### config.mk
export PLATFORM = sky130hd
export DESIGN_NAME = mdu_seq_ctrl
export DESIGN_NICKNAME = d
export VERILOG_FILES = /design/src/rtl/mips_pkg.sv /design/src/rtl/mdu_seq_ctrl.sv
export SDC_FILE = /design/constraint.sdc
export NUM_CORES = 1
export LEC_CHECK = 0
export BUFFER_PORTS_ARGS = -buffer_cell sky130_fd_sc_hd__clkbuf_2
export CORE_ASPECT_RATIO = 1.1
export CORE_UTILIZATION = 50
export DETAILED_ROUTE_END_ITERATION = 8
export PLACE_DENSITY = 0.87
export SYNTH_ARGS = -nofsm -noshare
export SYNTH_HDL_FRONTEND = slang
export SYNTH_SLANG_ARGS = --single-unit
### constraint.sdc
create_clock -name clk -period 2 [get_ports clk]
set_clock_uncertainty 0.1 [all_clocks]
set_input_delay 0.1 -clock clk [delete_from_list [all_inputs] [get_ports clk]]
set_output_delay 0.1 -clock clk [all_outputs]
set_load 0.01 [all_outputs]
### src/rtl/mips_pkg.sv
// ---------------------------------------------------------------------------
// mips_pkg
//
// Shared definitions for the MIPS core execute stage:
//   - ALU operation encodings driven on the shared ALU's alu_op input
//   - multiply/divide unit operation select values
//   - state encoding of the multiply/divide sequencer FSM
// ---------------------------------------------------------------------------
package mips_pkg;

    // Shared ALU operation codes
    localparam logic [2:0] ALU_AND = 3'b000;
    localparam logic [2:0] ALU_OR  = 3'b001;
    localparam logic [2:0] ALU_ADD = 3'b010;
    localparam logic [2:0] ALU_SUB = 3'b110;
    localparam logic [2:0] ALU_SLT = 3'b111;

    // Multiply/divide unit operation select
    localparam logic MDU_MULTU = 1'b0;
    localparam logic MDU_DIVU  = 1'b1;

    // Multiply/divide sequencer states
    typedef enum logic [1:0] {
        IDLE = 2'b00,
        RUN  = 2'b01,
        DONE = 2'b10
    } mdu_state_e;

endpackage

### src/rtl/mdu_seq_ctrl.sv
// ---------------------------------------------------------------------------
// mdu_seq_ctrl
//
// Multi-cycle MULTU / DIVU sequencer. Owns the HI/LO registers and performs
// one shift-add (multiply) or restoring-divide step per cycle using the
// shared ALU instead of a private adder. A start is accepted from IDLE or
// DONE; the pipeline stalls on busy until done pulses.
//
// Ports:
//   clk        in   1   clock, rising edge
//   rst_n      in   1   asynchronous active-low reset
//   start      in   1   operation request, ignored while busy
//   op         in   1   0 = MULTU, 1 = DIVU
//   src_a      in   32  multiplicand / dividend
//   src_b      in   32  multiplier / divisor
//   busy       out  1   high while iterating
//   done       out  1   one-cycle pulse when hi/lo are valid
//   div_zero   out  1   DIVU with divisor 0, held until next start
//   hi         out  32  product[63:32] / remainder
//   lo         out  32  product[31:0]  / quotient
//   alu_op     out  3   to ALU op select
//   alu_a      out  32  to ALU A
//   alu_b      out  32  to ALU B
//   alu_out    in   32  from ALU result
//   alu_carry  in   1   from ALU carry_out
// ---------------------------------------------------------------------------
module mdu_seq_ctrl
    import mips_pkg::*;
#(
    parameter int WIDTH = 32,
    parameter int CNT_W = 6
) (
    input  logic             clk,
    input  logic             rst_n,
    input  logic             start,
    input  logic             op,
    input  logic [WIDTH-1:0] src_a,
    input  logic [WIDTH-1:0] src_b,
    output logic             busy,
    output logic             done,
    output logic             div_zero,
    output logic [WIDTH-1:0] hi,
    output logic [WIDTH-1:0] lo,
    output logic [2:0]       alu_op,
    output logic [WIDTH-1:0] alu_a,
    output logic [WIDTH-1:0] alu_b,
    input  logic [WIDTH-1:0] alu_out,
    input  logic             alu_carry
);

    localparam logic [CNT_W-1:0] CNT_LAST = CNT_W'(WIDTH - 1);

    mdu_state_e       state_q, state_d;
    logic [WIDTH-1:0] hi_q, hi_d;
    logic [WIDTH-1:0] lo_q, lo_d;
    logic [WIDTH-1:0] opnd_q, opnd_d;
    logic [CNT_W-1:0] cnt_q, cnt_d;
    logic             op_q, op_d;
    logic             div_zero_q, div_zero_d;

    logic [WIDTH-1:0] div_shift;
    logic             div_q;

    // State and datapath registers
    always_ff @(posedge clk or negedge rst_n) begin
        if (!rst_n) begin
            state_q    <= IDLE;
            hi_q       <= '0;
            lo_q       <= '0;
            opnd_q     <= '0;
            cnt_q      <= '0;
            op_q       <= 1'b0;
            div_zero_q <= 1'b0;
        end else begin
            state_q    <= state_d;
            hi_q       <= hi_d;
            lo_q       <= lo_d;
            opnd_q     <= opnd_d;
            cnt_q      <= cnt_d;
            op_q       <= op_d;
            div_zero_q <= div_zero_d;
        end
    end

    // Next-state, iteration datapath and ALU drive
    always_comb begin
        state_d    = state_q;
        hi_d       = hi_q;
        lo_d       = lo_q;
        opnd_d     = opnd_q;
        cnt_d      = cnt_q;
        op_d       = op_q;
        div_zero_d = div_zero_q;
        busy       = 1'b0;
        done       = 1'b0;
        alu_op     = ALU_AND;
        alu_a      = '0;
        alu_b      = '0;

        // Partial remainder shifted left by one, pulling in the next
        // dividend bit. If its top bit was already set before the shift the
        // value exceeds WIDTH bits, so the subtraction must always be taken
        // even though the ALU reports a borrow.
        div_shift = {hi_q[WIDTH-2:0], lo_q[WIDTH-1]};
        div_q     = hi_q[WIDTH-1] | alu_carry;

        case (state_q)
            IDLE: begin
                if (start) begin
                    state_d = RUN;
                end
            end

            RUN: begin
                busy  = 1'b1;
                alu_b = opnd_q;
                if (op_q == MDU_MULTU) begin
                    alu_op = ALU_ADD;
                    alu_a  = hi_q;
                    // The ALU carry becomes the new top bit of HI so the
                    // 33-bit partial sum is kept across the shift.
                    if (lo_q[0]) begin
                        {hi_d, lo_d} = {alu_carry, alu_out, lo_q[WIDTH-1:1]};
                    end else begin
                        {hi_d, lo_d} = {1'b0, hi_q, lo_q[WIDTH-1:1]};
                    end
                end else begin
                    alu_op = ALU_SUB;
                    alu_a  = div_shift;
                    hi_d   = div_q ? alu_out : div_shift;
                    lo_d   = {lo_q[WIDTH-2:0], div_q};
                end
                cnt_d = cnt_q + CNT_W'(1);
                if (cnt_q == CNT_LAST) begin
                    state_d = DONE;
                end
            end

            DONE: begin
                done    = 1'b1;
                state_d = start ? RUN : IDLE;
            end

            default: begin
                state_d = IDLE;
            end
        endcase

        // Operand capture on an accepted start. Divide keeps the divisor in
        // opnd and shifts the dividend out of LO; multiply keeps the
        // multiplicand in opnd and shifts the multiplier out of LO.
        if (start && (state_q != RUN)) begin
            op_d       = op;
            opnd_d     = (op == MDU_DIVU) ? src_b : src_a;
            lo_d       = (op == MDU_DIVU) ? src_a : src_b;
            hi_d       = '0;
            cnt_d      = '0;
            div_zero_d = (op == MDU_DIVU) && (src_b == '0);
        end
    end

    assign hi       = hi_q;
    assign lo       = lo_q;
    assign div_zero = div_zero_q;

endmodule

# Yosys cells after proc, flatten, opt, wreduce, memory -nomap -nowiden
# Index checks and enable logic that the tools add are counted.
[totals]
reg_bits = 106
in_bits = 101
[op_classes]
add_sub_neg = 1
n_eq_ne = 6
n_mux = 24
n_bitwise = 1
n_reduce_logical = 6
[op_table]
columns = ["operator", "n"]
rows = [
  ["2-to-1 mux 32 bit", 14],
  ["zero test 32 bit", 1],
  ["2-to-1 mux 6 bit", 2],
  ["adder 6 x 1 -> 6 bit, second input constant", 1],
  ["== test 6 x 5 -> 1 bit, second input constant", 1],
  ["2-to-1 mux 3 bit", 2],
  ["case mux 2 bit (3 select lines)", 1],
  ["2-to-1 mux 2 bit", 2],
  ["inequality test 2 bit, second input constant", 2],
  ["2-to-1 mux 1 bit", 3],
  ["== test 2 x 1 -> 1 bit, second input constant", 1],
  ["== test 2 bit, second input constant", 1],
  ["logical AND 1 bit", 2],
  ["zero test 2 bit", 1],
  ["inequality test 2 x 1 -> 1 bit, second input constant", 1],
  ["AND reduction 2 bit", 1],
  ["nonzero test 2 bit", 1],
  ["bitwise OR 1 bit", 1],
]

# Logic depth before layout (Yosys ltp)
# Gate-level depths: netlist (run 1).
[logic_depth]
word_depth = 5
mapped_depth = 6
ltp_nobuf = 5

# Least setup slack after synthesis (run 1)
# OpenSTA, ideal clock, no wires.
[synth_timing]
path_kind = "register to register"
start = "reg hi_q[31], in the netlist hi[31]"
end = "reg hi_q[10], in the netlist hi[10]"
setup_time_ns = 0.132
arrival_ns = 1.336
required_ns = 1.768
slack_ns = 0.432
stages_incl_launch_ff = 6
period_less_slack_ns = 1.568
path_cell_list = "dfrtp_1 -> nor2_4 -> buf_6 -> mux2_4 -> a21oi_1 -> o21ai_1"
[synth_via]
elab_chain_cells = 5
[synth_lines]
columns = ["element", "line", "text"]
rows = [
  ["start, declared", "mdu_seq_ctrl.sv:54", "logic [WIDTH-1:0] hi_q, hi_d;"],
  ["start signal, assigned", "mdu_seq_ctrl.sv:76", "hi_q <= hi_d;"],
  ["bitwise OR 1 bit", "mdu_seq_ctrl.sv:105", "div_q = hi_q[WIDTH-1] | alu_carry;"],
  ["2-to-1 mux 32 bit", "mdu_seq_ctrl.sv:130", "hi_d = div_q ? alu_out : div_shift;"],
  ["2-to-1 mux 32 bit", "mdu_seq_ctrl.sv:117", "if (op_q == MDU_MULTU) begin"],
  ["2-to-1 mux 32 bit", "mdu_seq_ctrl.sv:107", "case (state_q)"],
  ["2-to-1 mux 32 bit", "mdu_seq_ctrl.sv:152", "if (start && (state_q != RUN)) begin"],
]
# No other way between the ends. The select of a mux whose other input is x is not followed.
# A chain may end at the register's enable or synchronous reset.

# Worst setup path after layout (run 1)
[layout_timing]
start = "reg op_q"
end = "out alu_a[27]"
[layout_via]
elab_chain_cells = 2
[layout_lines]
columns = ["element", "line", "text"]
rows = [
  ["start, declared", "mdu_seq_ctrl.sv:58", "logic op_q, op_d;"],
  ["start signal, assigned", "mdu_seq_ctrl.sv:80", "op_q <= op_d;"],
  ["2-to-1 mux 32 bit", "mdu_seq_ctrl.sv:117", ""],
  ["2-to-1 mux 32 bit", "mdu_seq_ctrl.sv:107", ""],
  ["end, declared", "mdu_seq_ctrl.sv:45", "output logic [WIDTH-1:0] alu_a,"],
]
# No other way between the ends.

==> results of run 1 <==
cells in the final DEF (no fill, tap or decap), types with 2 or more instances in the layout:
cell type      count
buf_12            11
dlygate4sd3_1     51
mux2_4            29
nand3_1            2
and3_1             2
nand3b_1          33
o21ai_1           29
nor3_1             2
dfrtp_1          104
nor2_1           162
clkbuf_2         230
nor4_1             6
and2_1            33
nand2_1           12
mux2_2             5
clkbuf_16          9
buf_4             15
a21oi_1          125
o21ai_0           14
mux2i_1          158
clkinv_2           4
o211ai_1           2
tightest hold or removal path: stages:
cell and delay [ns]:
clkbuf_2 0.10, mux2i_1 0.08, a21oi_1 0.14
worst max-delay path by stage:
| stage | from | to | slack, ns | cells after the start |
|---|---|---|---|---|
| CTS | op_q | alu_a[27] | 0.07 | 4 |
| finish | op_q | alu_a[27] | 0.16 | 4 |
| detailed placement | hi[31] | hi[19] | 0.34 | 5 |
| global route | op_q | alu_a[12] | 0.05 | 4 |
| global placement | hi[31] | hi[2] | 0.38 | 5 |
| floorplan | hi[31] | hi[10] | 0.43 | 5 |
timing repair:
item / 4_1_cts / 5_1_grt
hold endpoints to repair: 66 / 0
setup endpoints to repair: 0 / 7
hold buffers: 51 / 0
buffers inserted: 0 / 1
power groups by stage:
stage / Clock (mW) / Sequential, mW / Combinational (mW)
3_3_place_gp: 0 / 4.56 / 7.45
4_1_cts: 1.82 / 4.59 / 7.78
6_report: 1.79 / 4.59 / 7.85
2_1_floorplan: 0 / 4.38 / 5.05
5_1_grt: 1.90 / 4.75 / 8.75
3_5_place_dp: 0 / 4.62 / 7.66
layer usage:
metal	global-route usage [%]	share of wire, %
met1	34.2	40
met2	49.1	50
met3	6.45	7.1
met4	11.0	2.4
met5	0	0
registers in the layout (all words and copies together), names as in the netlist:
signal    cells
div_zero      1
lo           32
cnt_q         6
state_q       2
opnd_q       32
hi           32
op_q          1
logic make-up after synthesis:
| kind of cell | count (synthesis) | share of synthesized area [%] |
|---|---|---|
| compound gates | 171 | 11.9 |
| xor+xnor | 1 | 0.121 |
| fa+ha+maj | 1 | 0.172 |
| buf+inv | 73 | 5.48 |
| flops | 106 | 36.5 |
| mux | 193 | 28.7 |
| other cells | 1 | 0.0517 |
| simple gates | 259 | 17.0 |
final cells by class:
type	instances	area, sq um	share of cell area [%]
multi-input combinational	626	4210	44.7
sequential	106	2660	28.2
timing repair buffer	309	2010	21.4
tap	188	235	2.50
clock buffer	10	229	2.43
clock inverter	6	57.6	0.612
inverter	2	7.51	0.0798
antenna	1	2.50	0.0266
stage by stage:
stage	total power [mW]	hold slack [ns]	util, %
floorplan	9.43	-0.296	-
global placement	12.0	0.0152	61.6
detailed placement	12.3	0.0167	61.6
CTS	14.2	0.00104	67.3
global route	15.4	0.0116	67.4
finish	14.2	0.00858	67.4
==> impl_metrics.csv, run 1 <==
group,metric,value,unit
outcome,outcome,"finished clean",
detailed_routing,via_per_inst,5.65,
worst_hold_path,holdCritStartpoint,"src_b[26]",
detailed_routing,postRouteAntennaNets,0,
worst_setup_path,worstPathCellList,"buf_4 > mux2i_1 > nor2_1 > clkbuf_2",
cells_and_area,final_nets,1156,
cells_and_area,drive_above_1_share,29.6,%
pwr,clkPwrFrac,12.6,%
clock_tree,cts_tree,"done",
synthesis,synth_flop_cell,"dfrtp_1",
worst_setup_path,crit_path_end_kind,"primary output",
die,rows,45,
synthesis,synth_edf_count,0,
synthesis,avgSynthCellArea,9.02,sq um
sta,period_needed,1.84,ns
cells_and_area,fill_cells,1119,
clock_tree,cts_buffers,9,
placed_design,numPortBuffers,233,
worst_setup_path,cp_data_required_time,1.80,ns
synthesis,synth_cell_types,33,
sta,setup_viol,0,
worst_setup_path,r2r_start,"hi[31]",
synthesis,ys_top_cells_by_area,"dfrtp_1 (37%), mux2i_1 (22%), a21oi_1 (8.6%), nor2_1 (8.4%), mux2_4 (6.0%)",
global_route,overflow,0,
worst_setup_path,cp_top_family,"flip-flops",
sta,drv_slew,0,
global_route,grt_max_degree,105,
die,die-area,0.0150,sq mm
run,cap_violations,0,
pwr,internal_power,7.95,mW
worst_hold_path,min_path_cells,3,
sta,rsz0062_at_grt,"false",
detailed_routing,wirelength,21200,um
synthesis,syn_inst,805,
sta,setup_slack,0.157,ns
worst_setup_path,worstReg2RegEnd,"hi[19]",
pwr,leakagePower,4.65,nW
detailed_routing,vias,7048,
detailed_routing,drc_errors,0,
placed_design,place_area,0.00860,sq mm
synthesis,synth_largest_area_cell,"dfrtp_1",
die,start_util,52.0,%
worst_setup_path,cp.arrival,1.64,ns
pwr,power-per-cell-area,1510,mW/mm^2
synthesis,ys_seq_area_share,36.5,%
clock_tree,cts_max_path_buffers,2,
synthesis,synth_seq_cells,106,
sta,clock.fmax,542,MHz
synthesis,yosys.area.top_type_share,36.5,%
worst_setup_path,rrSetupSlack,0.32,ns
clock_tree,insertion_delay,0.35,ns
cells_and_area,final_cells,1248,
global_route,grt_pass1_wl,33200,um
global_route,track_usage,28.4,%
sta,relSlewSlack,63.6,%
synthesis,syn-num-nets,907,
cells_and_area,finalInstanceArea,0.00941,sq mm
detailed_routing,routedWlPerCell,17.0,um
die,die_y,128,um
synthesis,yosysMostFrequentCell,"nor2_1",
sta,fin_setup_tns,0,ns
pwr,swShare,44.2,%
placed_design,hpwl,14400,um
worst_setup_path,criticalPathCategory,"reg2out",
worst_setup_path,slowest_delay,0.60,ns
pwr,seqPwrFrac,32.3,%
pwr,p_switching,6.29,mW
placed_design,gp_congestion,0.830,
die,io_pins,235,
die,placeableCoreArea,0.0140,sq mm
worst_setup_path,reg2reg_depth,5,
clock_tree,h-tree-depth,3,
clock_tree,clockRootBuffer,"clkbuf_16",
detailed_routing,drtIter0Drc,512,
synthesis,yosysWarnings,0,
clock_tree,cts.sinks,106,
detailed_routing,dr.pass1.iters,7,
worst_setup_path,worstSetupStartpointType,"flop",
synthesis,netlist_area,0.00726,sq mm
pwr,peakVddDrop,0.000656,V
cells_and_area,area_growth,29.6,%
worst_setup_path,path_buf_inv,2,
worst_hold_path,worstHoldEndpoint,"opnd_q[26]",
worst_setup_path,worst-path-max-fanout,14,
die,chipWidth,117,um
synthesis,synth_common_cells,"nor2_1 (162), mux2i_1 (158), a21oi_1 (125)",
clock_tree,path_clk_slew,0.07,ns
synthesis,async_flop_share,100,%
worst_hold_path,worstHoldPathType,"in2reg",
placed_design,pre_cts_ws,0.343,ns
global_route,grt_pass1_vias,6683,
pwr,combPwrFrac,55.2,%
sta,tightest_slew,0.546,ns
global_route,antenna_found_initial,1,
placed_design,dp_cells,1179,
clock_tree,cts_resized,0,
sta,finalHoldViolCount,0,
worst_setup_path,slowest_stage,"dfrtp_4",
sta,timing.final.crit_share,92.2,%
No activity file was read; power rests on OpenSTA's default activity.
==> inputs of run 2 (changes only) <==
--- a/config.mk
+++ b/config.mk
@@ -6,7 +6,6 @@
 export NUM_CORES = 1
 export LEC_CHECK = 0
 export BUFFER_PORTS_ARGS = -buffer_cell sky130_fd_sc_hd__clkbuf_2
-export CORE_ASPECT_RATIO = 1.1
 export CORE_UTILIZATION = 50
 export DETAILED_ROUTE_END_ITERATION = 8
 export PLACE_DENSITY = 0.87
==> impl_metrics.csv, run 2 (synthesized netlist as in run 1, its figures left out) <==
group,metric,value,unit
detailed_routing,via_per_inst,5.62,
cells_and_area,final_nets,1150,
global_route,overflow,0,
clock_tree,cts_tree,"done",
clock_tree,insertion_delay,0.35,ns
cells_and_area,mostFrequentLayoutCell,"clkbuf_2",
pwr,p_total,14.1,mW
placed_design,gp_congestion,0.826,
pwr,power-per-cell-area,1510,mW/mm^2
die,rows,43,
pwr,swShare,44.2,%
pwr,peakVddDrop,0.000709,V
detailed_routing,drtIter0Drc,472,
pwr,combPwrFrac,55.6,%
sta,fin_setup_tns,0,ns
detailed_routing,drc_errors,0,
global_route,grt_pass1_wl,32500,um
pwr,leakagePower,4.61,nW
cells_and_area,drive_above_1_share,29.2,%
worst_setup_path,criticalPathCategory,"reg2out",
worst_setup_path,worstSetupStartpointType,"flop",
global_route,grt_use_met1,33.6,%
global_route,grt_pass1_vias,6532,
clock_tree,path_clk_slew,0.07,ns
worst_setup_path,cp.arrival,1.66,ns
worst_setup_path,slowest_delay,0.63,ns
detailed_routing,wirelength,20600,um
die,placeableCoreArea,0.0140,sq mm
detailed_routing,vias,6921,
worst_setup_path,worst-path-max-fanout,15,
clock_tree,h-tree-depth,3,
placed_design,numPortBuffers,233,
cells_and_area,diodes,0,
detailed_routing,dr.pass1.iters,5,
die,chipWidth,122,um
clock_tree,cts.sinks,106,
run,cap_violations,0,
worst_setup_path,path_buf_inv,2,
die,start_util,51.7,%
detailed_routing,routedWlPerCell,16.7,um
sta,drv_slew,0,
global_route,busiest_layer,"met2",
worst_setup_path,cp_data_required_time,1.80,ns
cells_and_area,layout_common_cells,"clkbuf_2 (230), nor2_1 (162), mux2i_1 (158), a21oi_1 (125), dfrtp_1 (104)",
sta,finalHoldViolCount,0,
die,die-area,0.0150,sq mm
global_route,met3_usage,6.27,%
cells_and_area,regArea,0.00266,sq mm
global_route,grt_max_degree,105,
pwr,p_switching,6.23,mW
global_route,track_usage,27.7,%
sta,timing.final.crit_share,93.1,%
cells_and_area,fill_cells,1115,
worst_setup_path,crit_path_end_kind,"primary output",
cells_and_area,finalInstanceArea,0.00935,sq mm
sta,clock.fmax,537,MHz
clock_tree,clockRootBuffer,"clkbuf_16",
pwr,clkPwrFrac,12.2,%
sta,rsz0062_at_grt,"false",
clock_tree,cts_buffers,9,
placed_design,place_area,0.00857,sq mm
detailed_routing,postRouteAntennaNets,0,
die,io_pins,235,
die,die_y,122,um
pwr,internal_power,7.85,mW
clock_tree,cts_max_path_buffers,2,
sta,period_needed,1.86,ns
global_route,met2_usage,47.5,%
worst_hold_path,worstHoldPathType,"in2reg",
cells_and_area,multi_input_area,0.00421,sq mm
sta,relSlewSlack,58.2,%
cells_and_area,area_growth,28.7,%
placed_design,hpwl,13700,um
outcome,outcome,"finished clean",
sta,tightest_slew,0.626,ns
global_route,antenna_found_initial,0,
worst_setup_path,slowest_stage,"dfrtp_4",
sta,setup_viol,0,
worst_setup_path,worstPathCellList,"buf_4 > mux2i_1 > nor2_1 > clkbuf_2",
worst_setup_path,cp_top_family,"flip-flops",
pwr,seqPwrFrac,32.3,%
==> run 2: cell types whose count changed in the layout (fill, tap and decap cells not counted) <==
cell	previous run	this run
clkbuf_1	1	2
buf_4	15	10
clkbuf_8	0	2
clkinv_2	4	1
diode_2	1	0
dlygate4sd3_1	51	49
buf_12	11	12
bufinv_16	1	0
==> run 2: worst min-delay path: cells and delay by family <==
kind	cells	cell delay (ns)
multiplexers	1	0.07
AO/OA/AOI/OAI	1	0.13
buffers and inverters	1	0.11
==> run 2: final cells by class <==
cell class,instances,share of cell area (%)
Multi-Input combinational cell,626,45.0
Sequential cell,106,28.4
Timing Repair Buffer,303,21.1
Clock buffer,13,2.78
Tap cell,180,2.41
Clock inverter,2,0.134
Inverter,2,0.0803
==> run 2: path summary, 6_finish.rpt <==
path	from	to	slack, ns	depth (start not counted)
hold reg to reg	cnt_q[5]	state_q[1]	0.36	1
hold / removal	src_b[20]	opnd_q[20]	0.01	3
max in group asynchronous	rst_n	lo[14]	0.95	3
setup / recovery	op_q	alu_a[0]	0.14	4
setup reg to reg	hi[31]	hi[1]	0.20	5
min in group asynchronous	rst_n	hi[24]	0.22	2
==> run 2: power by group through the flow <==
stage	combinational, mW	sequential (mW)	clock, mW
after floorplan	5.05	4.38	0
after global placement	7.46	4.52	0
after detailed placement	7.65	4.58	0
after CTS	7.84	4.51	1.75
after global routing	8.72	4.68	1.84
final	7.82	4.54	1.71
==> run 2: layer usage <==
| metal | routed length, um | up-vias |
|---|---|---|
| met1 | 8530 | 3322 |
| li1 | - | 3300 |
| met2 | 10200 | 268 |
| met3 | 1430 | 31 |
| met4 | 412 | 0 |
| met5 | 0 | - |
==> run 2: per-stage QoR <==
step | util, % | hold WS (ns) | worst slack, ns | cells
floorplan | - | -0.296 | 0.432 | 805
global placement | 61.0 | 0.0524 | 0.272 | 1167
detailed placement | 61.0 | 0.0535 | 0.224 | 1167
CTS | 66.6 | 0.00206 | 0.101 | 1232
global route | 66.6 | 0.0194 | 0.0486 | 1232
finish | 66.6 | 0.00987 | 0.139 | 1232
==> run 2: timing repair <==
action,in CTS,in global routing
setup buffers,1,0
hold buffers,49,0
hold endpoints to repair,70,0
gates resized for setup,0,0
setup endpoints to repair,4,0
